File: config.mk
export PLATFORM = sky130hd
export DESIGN_NAME = burst_sram
export DESIGN_NICKNAME = d
export VERILOG_FILES = /design/src/rtl/burst_sram_pkg.sv /design/src/rtl/burst_addr_gen.sv /design/src/rtl/burst_sram.sv
export SDC_FILE = /design/constraint.sdc
export NUM_CORES = 2
export LEC_CHECK = 0
export CAP_MARGIN = 20
export CORE_MARGIN = 5
export CORE_UTILIZATION = 63
export DETAILED_ROUTE_END_ITERATION = 7
export GPL_ROUTABILITY_DRIVEN = 0
export HOLD_SLACK_MARGIN = 0.08
export PLACE_DENSITY = 0.76
export SLEW_MARGIN = 30
export SYNTH_ARGS = -nofsm -noshare
export SYNTH_HDL_FRONTEND = slang
export SYNTH_SLANG_ARGS = --single-unit
File: constraint.sdc
create_clock -name clk -period 3.05 [get_ports clk]
set_clock_uncertainty 0.1 [all_clocks]
set_input_delay 0.4575 -clock clk [delete_from_list [all_inputs] [get_ports clk]]
set_output_delay 0.4575 -clock clk [all_outputs]
set_load 0.03 [all_outputs]
File: src/rtl/burst_sram_pkg.sv
// Shared defaults and the controller state type for the burst SRAM.
package burst_sram_pkg;

   localparam int DEF_ADDR_WIDTH = 6;
   localparam int DEF_DATA_WIDTH = 32;
   localparam int DEF_LEN_WIDTH  = 4;

   typedef enum logic [1:0] {
      IDLE  = 2'd0,
      WRITE = 2'd1,
      READ  = 2'd2
   } state_e;

endpackage

File: src/rtl/burst_addr_gen.sv
// Next-address logic for incrementing and wrapping bursts.
// A wrapping burst stays inside the (len+1)-aligned block holding the start
// address; if len+1 is not a power of two the burst simply increments.
module burst_addr_gen #(
   parameter int ADDR_WIDTH = 6,
   parameter int LEN_WIDTH  = 4
) (
   input  logic [ADDR_WIDTH-1:0] cur_addr,
   input  logic [ADDR_WIDTH-1:0] start_addr,
   input  logic [LEN_WIDTH-1:0]  len,
   input  logic                  wrap,
   output logic [ADDR_WIDTH-1:0] next_addr
);

   logic [LEN_WIDTH:0]    len_ext;
   logic [LEN_WIDTH:0]    len_p1;
   logic [ADDR_WIDTH-1:0] mask;
   logic [ADDR_WIDTH-1:0] incr;
   logic                  is_pow2;

   // A power-of-two block of len+1 words means len is an all-ones low mask.
   if (LEN_WIDTH < ADDR_WIDTH) begin : g_mask_pad
      assign mask = {{(ADDR_WIDTH-LEN_WIDTH){1'b0}}, len};
   end else begin : g_mask_trunc
      assign mask = len[ADDR_WIDTH-1:0];
   end

   // Pick the wrapped or plain-incremented successor address.
   always_comb begin
      len_ext = {1'b0, len};
      len_p1  = len_ext + (LEN_WIDTH+1)'(1);
      is_pow2 = ((len_ext & len_p1) == '0);
      incr    = cur_addr + ADDR_WIDTH'(1);
      if (wrap && is_pow2) begin
         next_addr = (start_addr & ~mask) | (incr & mask);
      end else begin
         next_addr = incr;
      end
   end

endmodule

File: src/rtl/burst_sram.sv
// Single-port word SRAM with a burst command front end.
// Handshakes: a transfer happens on a rising edge where valid && ready are
// both high; valid never depends on ready, data is held while valid && !ready.
// A write burst takes len+1 beats on wr_*; a read burst returns len+1 beats on
// rd_* through one output register, rd_last marking the final beat.
module burst_sram
   import burst_sram_pkg::*;
#(
   parameter int ADDR_WIDTH = DEF_ADDR_WIDTH,
   parameter int DATA_WIDTH = DEF_DATA_WIDTH,
   parameter int LEN_WIDTH  = DEF_LEN_WIDTH
) (
   input  logic                    clk,
   input  logic                    rstn,
   input  logic                    cmd_valid,
   output logic                    cmd_ready,
   input  logic                    cmd_write,
   input  logic [ADDR_WIDTH-1:0]   cmd_addr,
   input  logic [LEN_WIDTH-1:0]    cmd_len,
   input  logic                    cmd_wrap,
   input  logic                    wr_valid,
   output logic                    wr_ready,
   input  logic [DATA_WIDTH-1:0]   wr_data,
   input  logic [DATA_WIDTH/8-1:0] wr_be,
   output logic                    rd_valid,
   input  logic                    rd_ready,
   output logic [DATA_WIDTH-1:0]   rd_data,
   output logic                    rd_last,
   output logic                    busy,
   output state_e                  state_dbg
);

   localparam int DEPTH  = 2**ADDR_WIDTH;
   localparam int NBYTES = DATA_WIDTH/8;

   state_e                state;
   logic [DATA_WIDTH-1:0] mem [DEPTH];
   logic [ADDR_WIDTH-1:0] cur_addr;
   logic [ADDR_WIDTH-1:0] start_addr;
   logic [ADDR_WIDTH-1:0] next_addr;
   logic [LEN_WIDTH-1:0]  len_q;
   logic [LEN_WIDTH-1:0]  cnt;
   logic                  wrap_q;
   logic                  rst_done;
   logic                  last_beat;
   logic                  wr_fire;
   logic                  rd_load;

   // rst_done keeps cmd_ready low until the first clock edge after reset.
   assign cmd_ready = rst_done && (state == IDLE) && !rd_valid;
   assign wr_ready  = (state == WRITE);
   assign wr_fire   = wr_valid && wr_ready;
   assign rd_load   = (state == READ) && (!rd_valid || rd_ready);
   assign last_beat = (cnt == len_q);
   assign busy      = (state != IDLE) || rd_valid;
   assign state_dbg = state;

   burst_addr_gen #(
      .ADDR_WIDTH (ADDR_WIDTH),
      .LEN_WIDTH  (LEN_WIDTH)
   ) u_addr_gen (
      .cur_addr   (cur_addr),
      .start_addr (start_addr),
      .len        (len_q),
      .wrap       (wrap_q),
      .next_addr  (next_addr)
   );

   // Storage: cleared by reset, byte-masked update on every accepted write beat.
   always_ff @(posedge clk or negedge rstn) begin
      if (!rstn) begin
         for (int i = 0; i < DEPTH; i++) begin
            mem[i] <= '0;
         end
      end else if (wr_fire) begin
         for (int b = 0; b < NBYTES; b++) begin
            if (wr_be[b]) begin
               mem[cur_addr][8*b +: 8] <= wr_data[8*b +: 8];
            end
         end
      end
   end

   // Burst controller: command capture, beat counting and the read output register.
   always_ff @(posedge clk or negedge rstn) begin
      if (!rstn) begin
         state      <= IDLE;
         cur_addr   <= '0;
         start_addr <= '0;
         len_q      <= '0;
         cnt        <= '0;
         wrap_q     <= 1'b0;
         rst_done   <= 1'b0;
         rd_valid   <= 1'b0;
         rd_last    <= 1'b0;
         rd_data    <= '0;
      end else begin
         rst_done <= 1'b1;
         case (state)
            IDLE: begin
               // The final read beat may still be waiting to be consumed here.
               if (rd_valid && rd_ready) begin
                  rd_valid <= 1'b0;
                  rd_last  <= 1'b0;
               end
               if (cmd_valid && cmd_ready) begin
                  start_addr <= cmd_addr;
                  cur_addr   <= cmd_addr;
                  len_q      <= cmd_len;
                  wrap_q     <= cmd_wrap;
                  cnt        <= '0;
                  state      <= cmd_write ? WRITE : READ;
               end
            end
            WRITE: begin
               if (wr_fire) begin
                  cur_addr <= next_addr;
                  cnt      <= cnt + LEN_WIDTH'(1);
                  if (last_beat) state <= IDLE;
               end
            end
            READ: begin
               if (rd_load) begin
                  rd_data  <= mem[cur_addr];
                  rd_valid <= 1'b1;
                  rd_last  <= last_beat;
                  cur_addr <= next_addr;
                  cnt      <= cnt + LEN_WIDTH'(1);
                  if (last_beat) state <= IDLE;
               end
            end
            default: state <= IDLE;
         endcase
      end
   end

endmodule

==> results.md <==
- CTS root buffer: clkbuf_16
- DP HPWL: 189000 um
- Min-Delay Path Depth: 3
- Gr usage total: 0.357
- P_int: 0.0582 W
- Reg2reg setup slack: -0.05 ns
- H-tree depth: 4
- Largest net degree at the start of global routing: 132
- Switching power: 0.0308 W
- Post-synthesis sequential area ratio: 0.547
- Ys async rst share: 1.00
- Vias in the first global route: 66100
- Post-synth EDFFs: 0
- CORE AREA: 152000 um^2
- Yosys top cell by area: dfrtp_1
- Crit-path max FO: 39
- Switch share: 0.346
- CP Capture Type: register
- Final period util: 1.02
- CTS tree: yes
- Core Rows: 143
- GRT overflow: 0
- Number of antenna-violating nets in the routed design: 0
- Met1 WL: 113000 um
- Crit Path Class: register to register
- Max VDD drop: 1.24 mV
- Drt first pass iters: 6
- Leak pwr: 53.0 nW
- DRC viols: 0
- Top cells by area, synth: dfrtp_1 55%, mux2_2 25%, mux4_2 4.9%, mux2i_1 2.9%, a221oi_1 2.4%
- CTS buffer count: 207
- Num Clock Sinks: 2106
- Pre-CTS setup slack: -0.230 ns
- Met3 WL: 28200 um
- Slew Limit Fails: 0
- DR iter-0 viols: 6932
- Failing checks: setup timing
- FF+latch count, synth: 2106
- HP Class: input pin to register
- Final WL: 287000 um
- Clk pwr share: 0.294
- FF-to-FF Start: cur_addr[1]
- Crit start category: register
- Syn avg cell area: 14.3 um^2
- First-pass GRT wire length: 435000 um
- P&R area growth vs syn: 14.1%
- Worst hold margin: 0.107 ns
- Mapped Nets: 6811
- WP data required: 3.67 ns
- Top layer in use: met4
- Status: finished with violations
- Total Nets Final: 7121
- Via count: 63600
- Final Setup Violations: 18
- Count leader, synth: mux2_2
- Total I/O pin count: 92
- Count of cell types in the netlist: 74
- Power per cell area: 810 nW/um^2
- Worst R2R End: mem[1885]
- RSZ-0062 raised after global routing: false
- Critical path data arrival time: 3.71 ns
- Relative slew slack: 0.329
- Slew @ Worst Pin: 1.01 ns
- Crit path time final: 3.10 ns
- Total power: 0.0890 W
- FMAX: 323 MHz
- Ys flop type: dfrtp_1
- Final instance area: 110000 um^2
- Mapped Cells: 6752
- Final Worst Setup Slack: -0.0483 ns
- Vias per cell: 6.87
- IO Port Bufs: 91
- Final hold vios: 0
- Comb power frac: 0.322
- Initial antenna violation count: 4
- Met2 wire length: 129000 um
- Fin cells: 9258
- Worst-path clk slew: 0.06 ns
- Top-area cell type share of the netlist area: 0.547
- Placed Cells: 8873
- Die width: 401 um
- Clock Path Buffers: 3
- Hold Crit Endpoint: mem[1252]
- Commonest cells in the synthesized netlist: 2113 x mux2_2, 2106 x dfrtp_1, 281 x mux2i_1, 279 x clkbuf_1, 259 x a221oi_1
- Hold Startpoint: wr_data[4]
- Share of power burned in registers: 0.384
- Reg2reg path depth: 6
- Max-capacitance violation count: 0
- Yosys warning count: 0
- Clk_lat worst skew: 0.84 ns
- Die area: 161000 um^2
- Initial Utilization: 0.634
- Chip height: 401 um
- Detail-routed net length per standard cell: 31.0 um
- Filler cell count: 9790
- Layout cell share with drive strength beyond 1: 0.479
- Syn Std Cell Area: 96300 um^2
- Area after DPL: 103000 um^2
## registers in the layout, summed over array words and instances, names as in the netlist
| signal | cells |
|---|---|
| rd_data | 32 |
| rd_last | 1 |
| state_dbg | 2 |
| wrap_q | 1 |
| mem | 2048 |
| cur_addr | 6 |
| cnt | 4 |
| rd_valid | 1 |
| start_addr | 6 |
| rst_done | 1 |
| len_q | 4 |
## stage by stage
step	utilization	TNS (ns)
6_report	0.723	-0.407
5_1_grt	0.723	0
2_1_floorplan	-	0
3_5_place_dp	0.676	-3.55
3_3_place_gp	0.676	-2.43
4_1_cts	0.723	0
## logic make-up (layout without fill, tap and decap cells)
| family | count (synthesis) | after routing | synth area share |
|---|---|---|---|
| muxes | 2620 | 2620 | 0.327 |
| adders and majority gates | 6 | 6 | 0.000779 |
| other | 1 | 4 | 0.0000389 |
| buffers and inverters | 549 | 1022 | 0.0266 |
| xor gates and xnor gates | 8 | 8 | 0.000728 |
| DFF | 2106 | 2106 | 0.547 |
| AOI/OAI and AO/OA | 797 | 797 | 0.0612 |
| and+or+nand+nor | 665 | 665 | 0.0361 |
## worst max-delay path by stage
stage	start	end	slack, ns
3_5_place_dp	cur_addr[2]	rd_data[14]	-0.23
3_3_place_gp	cur_addr[2]	rd_data[14]	-0.30
2_1_floorplan	state_dbg[1]	mem[560]	0.17
6_report	cur_addr[1]	mem[1885]	-0.05
4_1_cts	cur_addr[0]	rd_data[14]	0.04
5_1_grt	cur_addr[0]	rd_data[11]	0.001
## repair_timing
action | CTS | global route
endpoints found under the hold margin | 920 | 0
setup endpoints to repair | 288 | 45
cloned | 0 | 0
gates resized for setup | 9 | 9
hold buffers | 6 | 0
setup buffers | 2 | 2
## cells in the final DEF, fill, tap and decap left out, drive strengths merged, types with 14 or more instances in the layout
cell type	n
a21oi	80
a221oi	260
a22o	16
a22oi	109
a31oi	21
buf	573
bufinv	14
clkbuf	309
clkdlybuf4s50	55
clkinv	40
dfrtp	2106
inv	20
mux2	2128
mux2i	281
mux4	211
nand2	219
nand3	47
nor2	325
nor3	14
o2111ai	14
o21ai	118
o221ai	14
o22ai	72
o32a	22
## power groups by stage
stage / sequential, W / combinational, W / clock (W)
final: 0.0342 / 0.0287 / 0.0262
after global routing: 0.0345 / 0.0296 / 0.0276
after CTS: 0.0341 / 0.0280 / 0.0264
after detailed placement: 0.0346 / 0.0278 / 0
after global placement: 0.0343 / 0.0274 / 0
after floorplan: 0.0340 / 0.0158 / 0
## per-layer routing
| metal | vias up | global-route usage |
|---|---|---|
| met5 | - | 0 |
| met4 | 0 | 0.174 |
| met3 | 858 | 0.0894 |
| met2 | 3133 | 0.532 |
| met1 | 33800 | 0.494 |
| li1 | 25800 | - |
## worst max-delay path: stages (launching register included)
cell and delay (ns):
dfrtp_4 0.62, and2b_4 0.54, buf_12 0.35, nand2_1 0.51, nor2_2 0.23, buf_4 0.23
mux2_2 0.35
## area by class of cell
cell class	count	area [um^2]	share of cell area
repair buffers	637	6370	0.0580
diodes	3	7.51	0.0000683
clock inverters	63	764	0.00696
clock buffers	309	6220	0.0566
inverters	13	58.8	0.000535
flip-flops and latches	2106	52700	0.480
multi-input cells	4097	41200	0.375
well taps	2030	2540	0.0231
Note: power is estimated with default switching activity, not from simulation.
